File: config.mk
export PLATFORM = sky130hd
export DESIGN_NAME = pwm_multi_channel
export DESIGN_NICKNAME = d
export VERILOG_FILES = /design/src/rtl/pwm_multi_channel.sv
export SDC_FILE = /design/constraint.sdc
export NUM_CORES = 1
export LEC_CHECK = 0
export BUFFER_PORTS_ARGS = -buffer_cell sky130_fd_sc_hd__buf_2
export CAP_MARGIN = 10
export CORE_UTILIZATION = 28
export CTS_CLUSTER_DIAMETER = 200
export CTS_CLUSTER_SIZE = 20
export DETAILED_ROUTE_END_ITERATION = 8
export GPL_ROUTABILITY_DRIVEN = 0
export PLACE_DENSITY_LB_ADDON = 0.12
export SYNTH_ARGS = -nofsm -noshare
export SYNTH_HDL_FRONTEND = slang
export SYNTH_SLANG_ARGS = --single-unit
File: constraint.sdc
create_clock -name iCLK -period 3 [get_ports iCLK]
set_input_delay 0.45 -clock iCLK [delete_from_list [all_inputs] [get_ports iCLK]]
set_output_delay 0.45 -clock iCLK [all_outputs]
set_load 0.03 [all_outputs]
File: src/rtl/pwm_multi_channel.sv
// pwm_multi_channel: multi-channel PWM (prescaler, edge/center counting, double-buffered boundary updates)
module pwm_multi_channel #(
  parameter int CH = 4,
  parameter int CW = 12,
  parameter int PW = 8
) (
  input  logic             iCLK,
  input  logic             inReset,
  input  logic             iEnable,
  input  logic             iUpdate,
  input  logic [PW-1:0]    iPrescale,
  input  logic [CW-1:0]    iPeriod,
  input  logic             iMode,
  input  logic [CH*CW-1:0] iDuty,
  input  logic [CH-1:0]    iPolarity,
  output logic [CH-1:0]    oPWM,
  output logic [CW-1:0]    oCount,
  output logic             oPeriodEnd,
  output logic             oPending
);
  typedef struct packed {
    logic [PW-1:0]    pre;
    logic [CW-1:0]    per;
    logic             mode;
    logic [CH*CW-1:0] duty;
    logic [CH-1:0]    pol;
  } cfg_t;
  localparam logic [CW-1:0] ONE = CW'(1);
  cfg_t stg_q, stg_d, act_q, act_d;
  logic pend_q, pend_d, dir_q, dir_d, pe_q, pe_d;
  logic [PW-1:0] pre_q, pre_d;
  logic [CW-1:0] cnt_q, cnt_d, step_cnt;
  logic [CH-1:0] pwm_q, pwm_d, raw;
  logic tick, up_top, turn, bnd, apply;
  always_comb begin
    tick = pre_q == act_q.pre;
    up_top = !dir_q && cnt_q == act_q.per;
    turn = act_q.mode && up_top && act_q.per > ONE;
    step_cnt = dir_q ? (cnt_q > ONE ? cnt_q - ONE : '0) : !up_top ? cnt_q + ONE : turn ? act_q.per - ONE : '0;
    bnd = tick && step_cnt == '0;
    apply = pend_q && (!iEnable || bnd);
    raw = '0;
    for (int n = 0; n < CH; n++) raw[n] = cnt_q < act_q.duty[n*CW +: CW];
    stg_d = iUpdate ? cfg_t'{iPrescale, iPeriod, iMode, iDuty, iPolarity} : stg_q;
    act_d = apply ? stg_q : act_q;
    pend_d = iUpdate || (pend_q && !apply);
    pre_d = (!iEnable || tick) ? '0 : pre_q + 1'b1;
    cnt_d = !iEnable ? '0 : tick ? step_cnt : cnt_q;
    dir_d = iEnable && (tick ? (turn || (dir_q && cnt_q > ONE)) : dir_q);
    pe_d = iEnable && bnd;
    pwm_d = iEnable ? raw ^ act_q.pol : act_d.pol;
  end
  always_ff @(posedge iCLK) begin
    if (!inReset) begin
      stg_q  <= '0;
      act_q  <= '0;
      pend_q <= 1'b0;
      pre_q  <= '0;
      cnt_q  <= '0;
      dir_q  <= 1'b0;
      pe_q   <= 1'b0;
      pwm_q  <= '0;
    end else begin
      stg_q  <= stg_d;
      act_q  <= act_d;
      pend_q <= pend_d;
      pre_q  <= pre_d;
      cnt_q  <= cnt_d;
      dir_q  <= dir_d;
      pe_q   <= pe_d;
      pwm_q  <= pwm_d;
    end
  end
  assign oPWM = pwm_q;
  assign oCount = cnt_q;
  assign oPeriodEnd = pe_q;
  assign oPending = pend_q;
endmodule

* Word level (Yosys, flattened, before mapping) *
Cells that the tools add are included.

storage, ports and cells
  register bits after elaboration = 173
  bits of input ports = 77
  word-level logic and storage cells = 56

cells by class
  add/sub/neg operators = 4
  order comparisons = 6
  equal/unequal tests = 2
  multiplexer cells = 7
  bitwise gates (word level) = 2
  reduce and logical (&&, ||, !) cells = 19

operators by type and width
  operator                                                                           number
  12-bit less-than comparator                                                        4
  12-bit two-way mux                                                                 4
  12-bit by 1-bit greater-than comparator with 1-bit output (second input constant)  2
  12-bit by 1-bit subtractor with 12-bit output (second input constant)              2
  12-bit by 1-bit adder with 12-bit output (second input constant)                   1
  12-bit equality test                                                               1
  12-bit zero test                                                                   1
  1-bit logical AND                                                                  9
  8-bit by 1-bit adder with 8-bit output (second input constant)                     1
  8-bit equality test                                                                1
  4-bit two-way mux                                                                  2
  1-bit logical OR                                                                   4
  4-bit bitwise XOR                                                                  1
  1-bit zero test                                                                    3
  2-bit AND reduction                                                                1
  2-bit OR reduction                                                                 1
  1-bit two-way mux                                                                  1
  1-bit NOT                                                                          1

* Logic depth before layout (Yosys ltp) *
Gate-level depths: netlist of run 1.

  depth after elaboration = 14
  gate-level depth with buffers = 16

* Worst setup path before layout of run 1 *
Ideal clock, no wire load.

  kind = flip-flop to flip-flop
  from = register cnt_q[1], in the netlist oCount[1]
  to = register act_q[12] (netlist name)
  setup time = 0.067 ns
  arrival = 3.196 ns
  path slack = -0.263 ns
  cell stages (with the launch flop) = 17
  path buffers = 5
  period minus slack after synthesis = 3.263 ns
  cell sequence = dfxtp_1 clkbuf_1 inv_1 ha_1 clkbuf_1 o21ba_2 and4_1 nand2b_1 o211ai_1 a21oi_1 and4bb_2 a41oi_2 buf_6 buf_8 buf_8 nand3_2 o21ai_2

on the way
  word-level cells in the longest chain between the ends = 11
  elaborated cells between the ends (all ways) = 15

ends and longest elaborated chain
  what                                                                                              line  source
  from (decl)                                                                                       32    logic [CW-1:0] cnt_q, cnt_d, step_cnt;
  from (signal assigned)                                                                            68    cnt_q <= cnt_d;
  parallel branches: the longest is 6 deep, another holds 12-bit by 1-bit adder with 12-bit output  -
  12-bit two-way mux (*)                                                                            39    step_cnt = dir_q ? (cnt_q > ONE ? cnt_q - ONE : '0) : !up_top ? cnt_q + ONE : turn ? act_q.per - ONE : '0;
  12-bit zero test (*)                                                                              40    bnd = tick && step_cnt == '0;
  1-bit logical AND (*)                                                                             40
  1-bit logical OR (*)                                                                              41    apply = pend_q && (!iEnable || bnd);
  1-bit logical AND (*)                                                                             41
  to (signal assigned)                                                                              65    act_q <= act_d;
  to (decl)                                                                                         29    cfg_t stg_q, stg_d, act_q, act_d;

Mark *: on every way between the ends.
A chain may end at the register's enable or synchronous reset.

* Worst setup path after layout of run 1 *
  from = register cnt_q[0], in the netlist oCount[0]
  to = register act_q[6] (netlist name)

Same word-level chain as after synthesis.

==> results of run 1 <==
## through the flow
step           hold WS, ns  total power [mW]  area (um^2)   util  TNS, ns
3_5_place_dp         0.441              7.59        10600  0.333   -11.59
2_1_floorplan        0.428              5.90         9130      -        0
4_1_cts              0.235              9.89        11200  0.351        0
6_report             0.264              10.7        11700  0.369   -0.525
3_3_place_gp         0.440              7.58        10600  0.333   -11.32
5_1_grt              0.250              11.5        11700  0.369    -6.62
## cell families (layout without fill, tap and decap cells)
logic type / count (synthesis) / count (layout)
multiplexers: 84 / 84
adder cells (fa/ha/maj): 50 / 50
buffers and inverters: 123 / 282
XOR/XNOR: 56 / 56
AND/OR/NAND/NOR: 358 / 358
flip-flops: 173 / 173
AO/OA/AOI/OAI: 168 / 168
## how the worst max path moves through the flow
stage | start | end | slack [ns] | depth (start not counted)
global route | act_q[54] | act_q[13] | -0.15 | 16
CTS | oCount[1] | act_q[22] | 0.0008 | 14
floorplan | oCount[1] | act_q[12] | 0.02 | 16
global placement | oCount[2] | act_q[40] | -0.18 | 13
finish | oCount[0] | act_q[6] | -0.04 | 14
detailed placement | oCount[2] | act_q[59] | -0.19 | 13
## sequential cells by signal, summed over array words and instances, names as in the netlist
| register | count |
|---|---|
| act_q | 73 |
| dir_q | 1 |
| oCount | 12 |
| oPWM | 4 |
| oPending | 1 |
| oPeriodEnd | 1 |
| pre_q | 8 |
| stg_q | 73 |
## final cells by class
class / instances / area (um^2)
multi-input combinational: 716 / 5340
sequential: 173 / 3500
timing repair buffer: 198 / 1570
clock buffer: 23 / 458
fill: 3290 / 20100
tap: 435 / 544
inverter: 52 / 198
clock inverter: 9 / 110
## power by group
part	switching, mW	total [mW]	internal, mW	leakage (nW)
combinational	2.95	5.78	2.83	3.14
sequential	0.199	2.73	2.53	1.42
clock	0.960	2.21	1.25	0.273
total	4.11	10.7	6.61	4.83
## metal layers
metal	share of wire	GRT usage	wire, um
met1	0.49	0.202	11900
met2	0.47	0.236	11400
met3	0.025	0.0259	595
met4	0.010	0.0403	248
met5	0	0	0
## repair_timing
action	4_1_cts	5_1_grt
pin swaps	2	25
gates resized for setup	8	90
setup buffers	1	15
gates cloned	0	6
setup endpoints to repair	73	73
## critical path, cell delays in order (launching register included)
cell and delay [ns]:
dfxtp_4 0.41, buf_4 0.20, nand4_1 0.12, nor4_1 0.42
xnor2_1 0.11, o221ai_1 0.20, a21boi_1 0.40, nor4_2 0.06
buf_4 0.15, a41oi_4 0.26, buf_12 0.16, buf_12 0.14
buf_12 0.17, nand3_2 0.09, o21ai_2 0.07
## cells in the mapped netlist (2+ instances only)
cell type / count
or3b_1: 2
nor4_4: 4
o21bai_1: 2
o211ai_1: 2
a32oi_1: 3
buf_1: 7
inv_1: 52
nor3_1: 12
o21ai_2: 30
o21ai_0: 53
nand4_1: 7
buf_2: 18
a21boi_0: 2
mux2i_1: 80
xor2_1: 29
dfxtp_1: 173
a21o_1: 13
and4_1: 2
nand3_2: 28
nand2_1: 97
and4bb_2: 2
mux2_2: 4
or4_1: 2
and3_1: 3
a22oi_1: 2
buf_8: 5
nor2b_1: 80
ha_1: 50
a31oi_1: 2
nand3_1: 60
nand3b_1: 2
clkbuf_1: 37
o21ai_1: 11
nor2_1: 36
buf_6: 3
xnor2_1: 27
o21a_1: 5
a21oi_1: 30
nor4_1: 5
or3_1: 2
nand2b_1: 7
o31ai_1: 3
o2111ai_1: 4
==> metrics.cfg, run 1 <==
[grt]
antenna_found_initial = 0
grt_max_degree = 139
grt_pass1_vias = 6812
overflow = 0
grt_pass1_wl_um = 38000
grtUsageTotal = 0.147

[sta]
rsz0062_at_grt = yes
max_freq_mhz = 329
period_share = 1.01
relSlewSlack = 0.556
slew_violations = 0
timing.final.ws_setup_ns = -0.0359
tightest_slew_ns = 0.666
fin_crit_ns = 3.04
finalHoldViolCount = 0
setup_violations = 36
fin_worst_skew_ns = 0.0126

[finish]
layout-drive-gt1-share = 0.304
syn_to_final_growth_pct = 28.6
final_cells = 1606
diodes = 0
final_cell_mix = dfxtp_1, nand2_1, buf_2
final_nets = 1285
final_common_cell = dfxtp_1

[critical_path]
arrival_ns = 3.40
worstSetupPathType = flop to flop
reg2reg_from = oCount[0]
worstPathMaxFanout = 16
cp_data_required_time_ns = 3.37
r2r_setup_slack_ns = -0.04
cp-end-kind = flop
r2r_end = act_q[6]
ff2ff_path_depth = 14
startpoint_type = flop

[clock_tree]
cts.sinks = 173
cts_hold_buf = 0
clk_pin_slew_ns = 0.07
cts-buffers-inserted = 17
clk_path_buf_depth = 2
cts_root_buf = clkbuf_16
cts_tree = done
clk_latency_ns = 0.44
h-tree-depth = 4

[routing]
routed_via_density = 4.42
firstDrtPassIters = 4
via_count = 7105
ant_nets = 0
wl_per_cell_um = 15.0
wirelength_um = 24100
drt_iter0_drc = 302
drc_errors = 0

[logic_synthesis]
synth-compound-area-share = 0.119
synth_top_area_frac = 0.380
synth.yosys.seq_area_share = 0.380
synth.area.top_cells = dfxtp_1, mux2i_1, ha_1
syn_nets = 1139
synth_simple_gate_area_frac = 0.223
synth_cell_types = 57
synth_seq_cells = 173
synth-edff-count = 0
yosys_warnings = 0
synthAdderAreaFrac = 0.0687
async_flop_share = 0
synth_top_family_by_area = simple AND/OR/NAND/NOR gates
synthMuxAreaShare = 0.0928
synth_xor_xnor_area_share = 0.0538
netlist_area_um2 = 9110
yosys_most_used_dff = dfxtp_1
synth_top_area_cell = dfxtp_1
synthesis.instances = 1012
avgSynthCellArea_um2 = 9.00

[worst_hold_path]
holdPathStages = 3
hold_path.class = input port to flop
min_from = iDuty[6]
hold_end = stg_q[10]

[floorplan]
rows = 65
fp.dieH_um = 182
die-area_um2 = 33300
io_pins = 95
core_um2 = 31800
start_util = 0.287
floorplan.die.width_um = 182

[pwr]
vdd_ir_drop_max_v = 0.000563
powerDensity_nw_per_um2 = 915
leakage_nw = 4.83

[outcome]
violations = negative setup slack
status = finished with violations

[job]
cap_violations = 0

[placed_design]
port_buffers = 94
placed_cells = 1552
place_ws_ns = -0.185
dp_hpwl_um = 16700

No activity file was read; power rests on OpenSTA's default activity.
==> run 2, diff against run 1 <==
--- a/config.mk
+++ b/config.mk
@@ -8,11 +8,11 @@
 export BUFFER_PORTS_ARGS = -buffer_cell sky130_fd_sc_hd__buf_2
 export CAP_MARGIN = 10
 export CORE_UTILIZATION = 28
+export CTS_BUF_LIST = sky130_fd_sc_hd__clkbuf_4 sky130_fd_sc_hd__clkbuf_8 sky130_fd_sc_hd__clkbuf_16
 export CTS_CLUSTER_DIAMETER = 200
 export CTS_CLUSTER_SIZE = 20
 export DETAILED_ROUTE_END_ITERATION = 8
 export GPL_ROUTABILITY_DRIVEN = 0
-export PLACE_DENSITY_LB_ADDON = 0.12
 export SYNTH_ARGS = -nofsm -noshare
 export SYNTH_HDL_FRONTEND = slang
 export SYNTH_SLANG_ARGS = --single-unit
==> metrics.cfg, run 2 (synthesized netlist as in run 1, its figures left out) <==
[pwr]
switching_share = 0.389  ; was 0.383
pwr-share-clk = 0.228  ; was 0.206
powerDensity_nw_per_um2 = 896  ; was 915 nW/um^2
leakage_nw = 4.66  ; was 4.83 nW
combPwrFrac = 0.503  ; was 0.539
net-switching-power_mw = 3.95  ; was 4.11 mW
pwr-share-seq = 0.268  ; was 0.254
vdd_ir_drop_max_v = 0.000599  ; was 0.000563 V
power.total_mw = 10.2  ; was 10.7 mW
power.internal_mw = 6.21  ; was 6.61 mW

[critical_path]
path_buf_inv = 5  ; unchanged
arrival_ns = 3.48  ; was 3.40 ns
cp_data_required_time_ns = 3.38  ; was 3.37 ns
worstPathMaxFanout = 5  ; was 16
cp.depth = 15  ; was 14
worstPathCellList = buf_4 -> ha_1 -> o21bai_1 -> and4bb_2 -> or2_4 -> or3_1 -> o211ai_1 -> nor4_2 -> buf_4 -> a41oi_4 -> buf_12 -> clkbuf_16 -> clkbuf_16 -> nand3_1 -> o21ai_1  ; was buf_4 -> nand4_1 -> nor4_1 -> xnor2_1 -> o221ai_1 -> a21boi_1 -> nor4_2 -> buf_4 -> a41oi_4 -> buf_12 -> buf_12 -> buf_12 -> nand3_2 -> o21ai_2
slowest_delay_ns = 0.36  ; was 0.42 ns
cp-end-kind = flop  ; unchanged
cpMaxStageDelayCell = or3_1  ; was nor4_1
worstSetupPathType = flop to flop  ; unchanged
ff2ff_path_depth = 15  ; was 14
cp_top_family = simple AND/OR/NAND/NOR gates  ; was compound AO/OA/AOI/OAI gates
startpoint_type = flop  ; unchanged

[sta]
fin_crit_ns = 3.10  ; was 3.04 ns
tightest_slew_ns = 0.666  ; about the same
slew_violations = 0  ; unchanged
period_share = 1.03  ; was 1.01
finalHoldViolCount = 0  ; unchanged
fin_worst_skew_ns = 0.00968  ; was 0.0126 ns
max_freq_mhz = 322  ; was 329 MHz
rsz0062_at_grt = yes  ; unchanged
relSlewSlack = 0.556  ; about the same
setup_violations = 72  ; was 36
timing.final.ws_setup_ns = -0.103  ; was -0.0359 ns

[floorplan]
core_um2 = 31800  ; unchanged
rows = 65  ; unchanged
fp.dieH_um = 182  ; unchanged
start_util = 0.287  ; unchanged
io_pins = 95  ; unchanged
die-area_um2 = 33300  ; unchanged
floorplan.die.width_um = 182  ; unchanged

[clock_tree]
cts.sinks = 173  ; unchanged
h-tree-depth = 4  ; unchanged
cts_tree = done  ; unchanged
cts_root_buf = clkbuf_16  ; unchanged
cts-buffers-inserted = 17  ; unchanged
clk_pin_slew_ns = 0.07  ; about the same
clk_path_buf_depth = 2  ; unchanged
clk_latency_ns = 0.44  ; about the same

[routing]
ant_nets = 0  ; unchanged
firstDrtPassIters = 4  ; unchanged
via_count = 7229  ; was 7105
routed_via_density = 4.61  ; was 4.42
wirelength_um = 23600  ; was 24100 um
drt_iter0_drc = 391  ; was 302
drc_errors = 0  ; unchanged
wl_per_cell_um = 15.0  ; about the same

[grt]
antenna_found_initial = 0  ; unchanged
grt_max_degree = 154  ; was 139
overflow = 0  ; unchanged
grt_pass1_vias = 6886  ; was 6812
grtUsageTotal = 0.140  ; was 0.147
grt_pass1_wl_um = 36500  ; was 38000 um

[placed_design]
place_area_um2 = 10300  ; was 10600 um^2
port_buffers = 94  ; unchanged
place_ws_ns = -0.0246  ; was -0.185 ns
dp_hpwl_um = 16100  ; was 16700 um

[outcome]
status = finished with violations  ; unchanged
violations = negative setup slack  ; unchanged

[finish]
diodes = 0  ; unchanged
final_nets = 1248  ; was 1285
fin_util = 0.356  ; was 0.369
layout-drive-gt1-share = 0.258  ; was 0.304
final_common_cell = dfxtp_1  ; unchanged
syn_to_final_growth_pct = 24.4  ; was 28.6%
final_cell_mix = dfxtp_1, nand2_1, buf_2  ; unchanged
final_area_um2 = 11300  ; was 11700 um^2
fillers = 3289  ; was 3290

[job]
cap_violations = 0  ; unchanged

[worst_hold_path]
holdPathStages = 3  ; unchanged
hold_path.class = input port to flop  ; unchanged

[run 2: final timing paths]
kind | start | endpoint | slack (ns)
worst max-delay path | act_q[53] | act_q[60] | -0.10
worst max register to register | act_q[53] | act_q[60] | -0.10
worst min-delay path | iDuty[9] | stg_q[13] | 0.27
worst min register to register | stg_q[58] | act_q[58] | 0.44
[run 2: worst reg2reg max path: stages, from the launching register on]
cell and delay (ns):
dfxtp_1 0.31, buf_4 0.15, ha_1 0.19, o21bai_1 0.19, and4bb_2 0.27, or2_4 0.26, or3_1 0.36, o211ai_1 0.17
nor4_2 0.08, buf_4 0.16, a41oi_4 0.23, buf_12 0.17, clkbuf_16 0.18, clkbuf_16 0.15, nand3_1 0.07, o21ai_1 0.10
[run 2: timing repair]
item | in CTS | in global routing
hold endpoints to repair | 0 | 0
setup endpoints to repair | 67 | 73
cloned | 0 | 11
pin swaps | 0 | 9
hold buffers | 0 | 0
gates resized for setup | 2 | 50
setup buffers | 0 | 3
[run 2: area by class of cell]
class / count / area (um^2) / share of cell area
multi-input combinational: 716 / 5140 / 0.453
clock buffer: 22 / 488 / 0.0431
clock inverter: 10 / 128 / 0.0113
sequential: 173 / 3490 / 0.308
tap: 435 / 544 / 0.0480
timing repair buffer: 161 / 1350 / 0.119
inverter: 52 / 195 / 0.0172
[run 2: power by group through the flow]
| stage | registers (mW) | clock network, mW | logic, mW |
|---|---|---|---|
| 2_1_floorplan | 2.84 | 0 | 3.06 |
| 3_3_place_gp | 2.77 | 0 | 4.37 |
| 3_5_place_dp | 2.78 | 0 | 4.42 |
| 4_1_cts | 2.72 | 2.39 | 4.45 |
| 5_1_grt | 2.76 | 2.47 | 5.56 |
| 6_report | 2.73 | 2.32 | 5.11 |
[run 2: metal layers]
layer | wire length [um] | global-route usage
met1 | 11200 | 0.181
met2 | 10900 | 0.229
met3 | 986 | 0.0339
met4 | 449 | 0.0467
met5 | 0 | 0
[run 2: metrics by stage]
step	TNS, ns	hold WS (ns)	std cells
after global placement	-0.00712	0.440	1523
final	-4.18	0.265	1569
after floorplan	0	0.428	1012
after global routing	-12.18	0.251	1569
after detailed placement	-0.304	0.444	1523
after CTS	-0.000247	0.244	1555
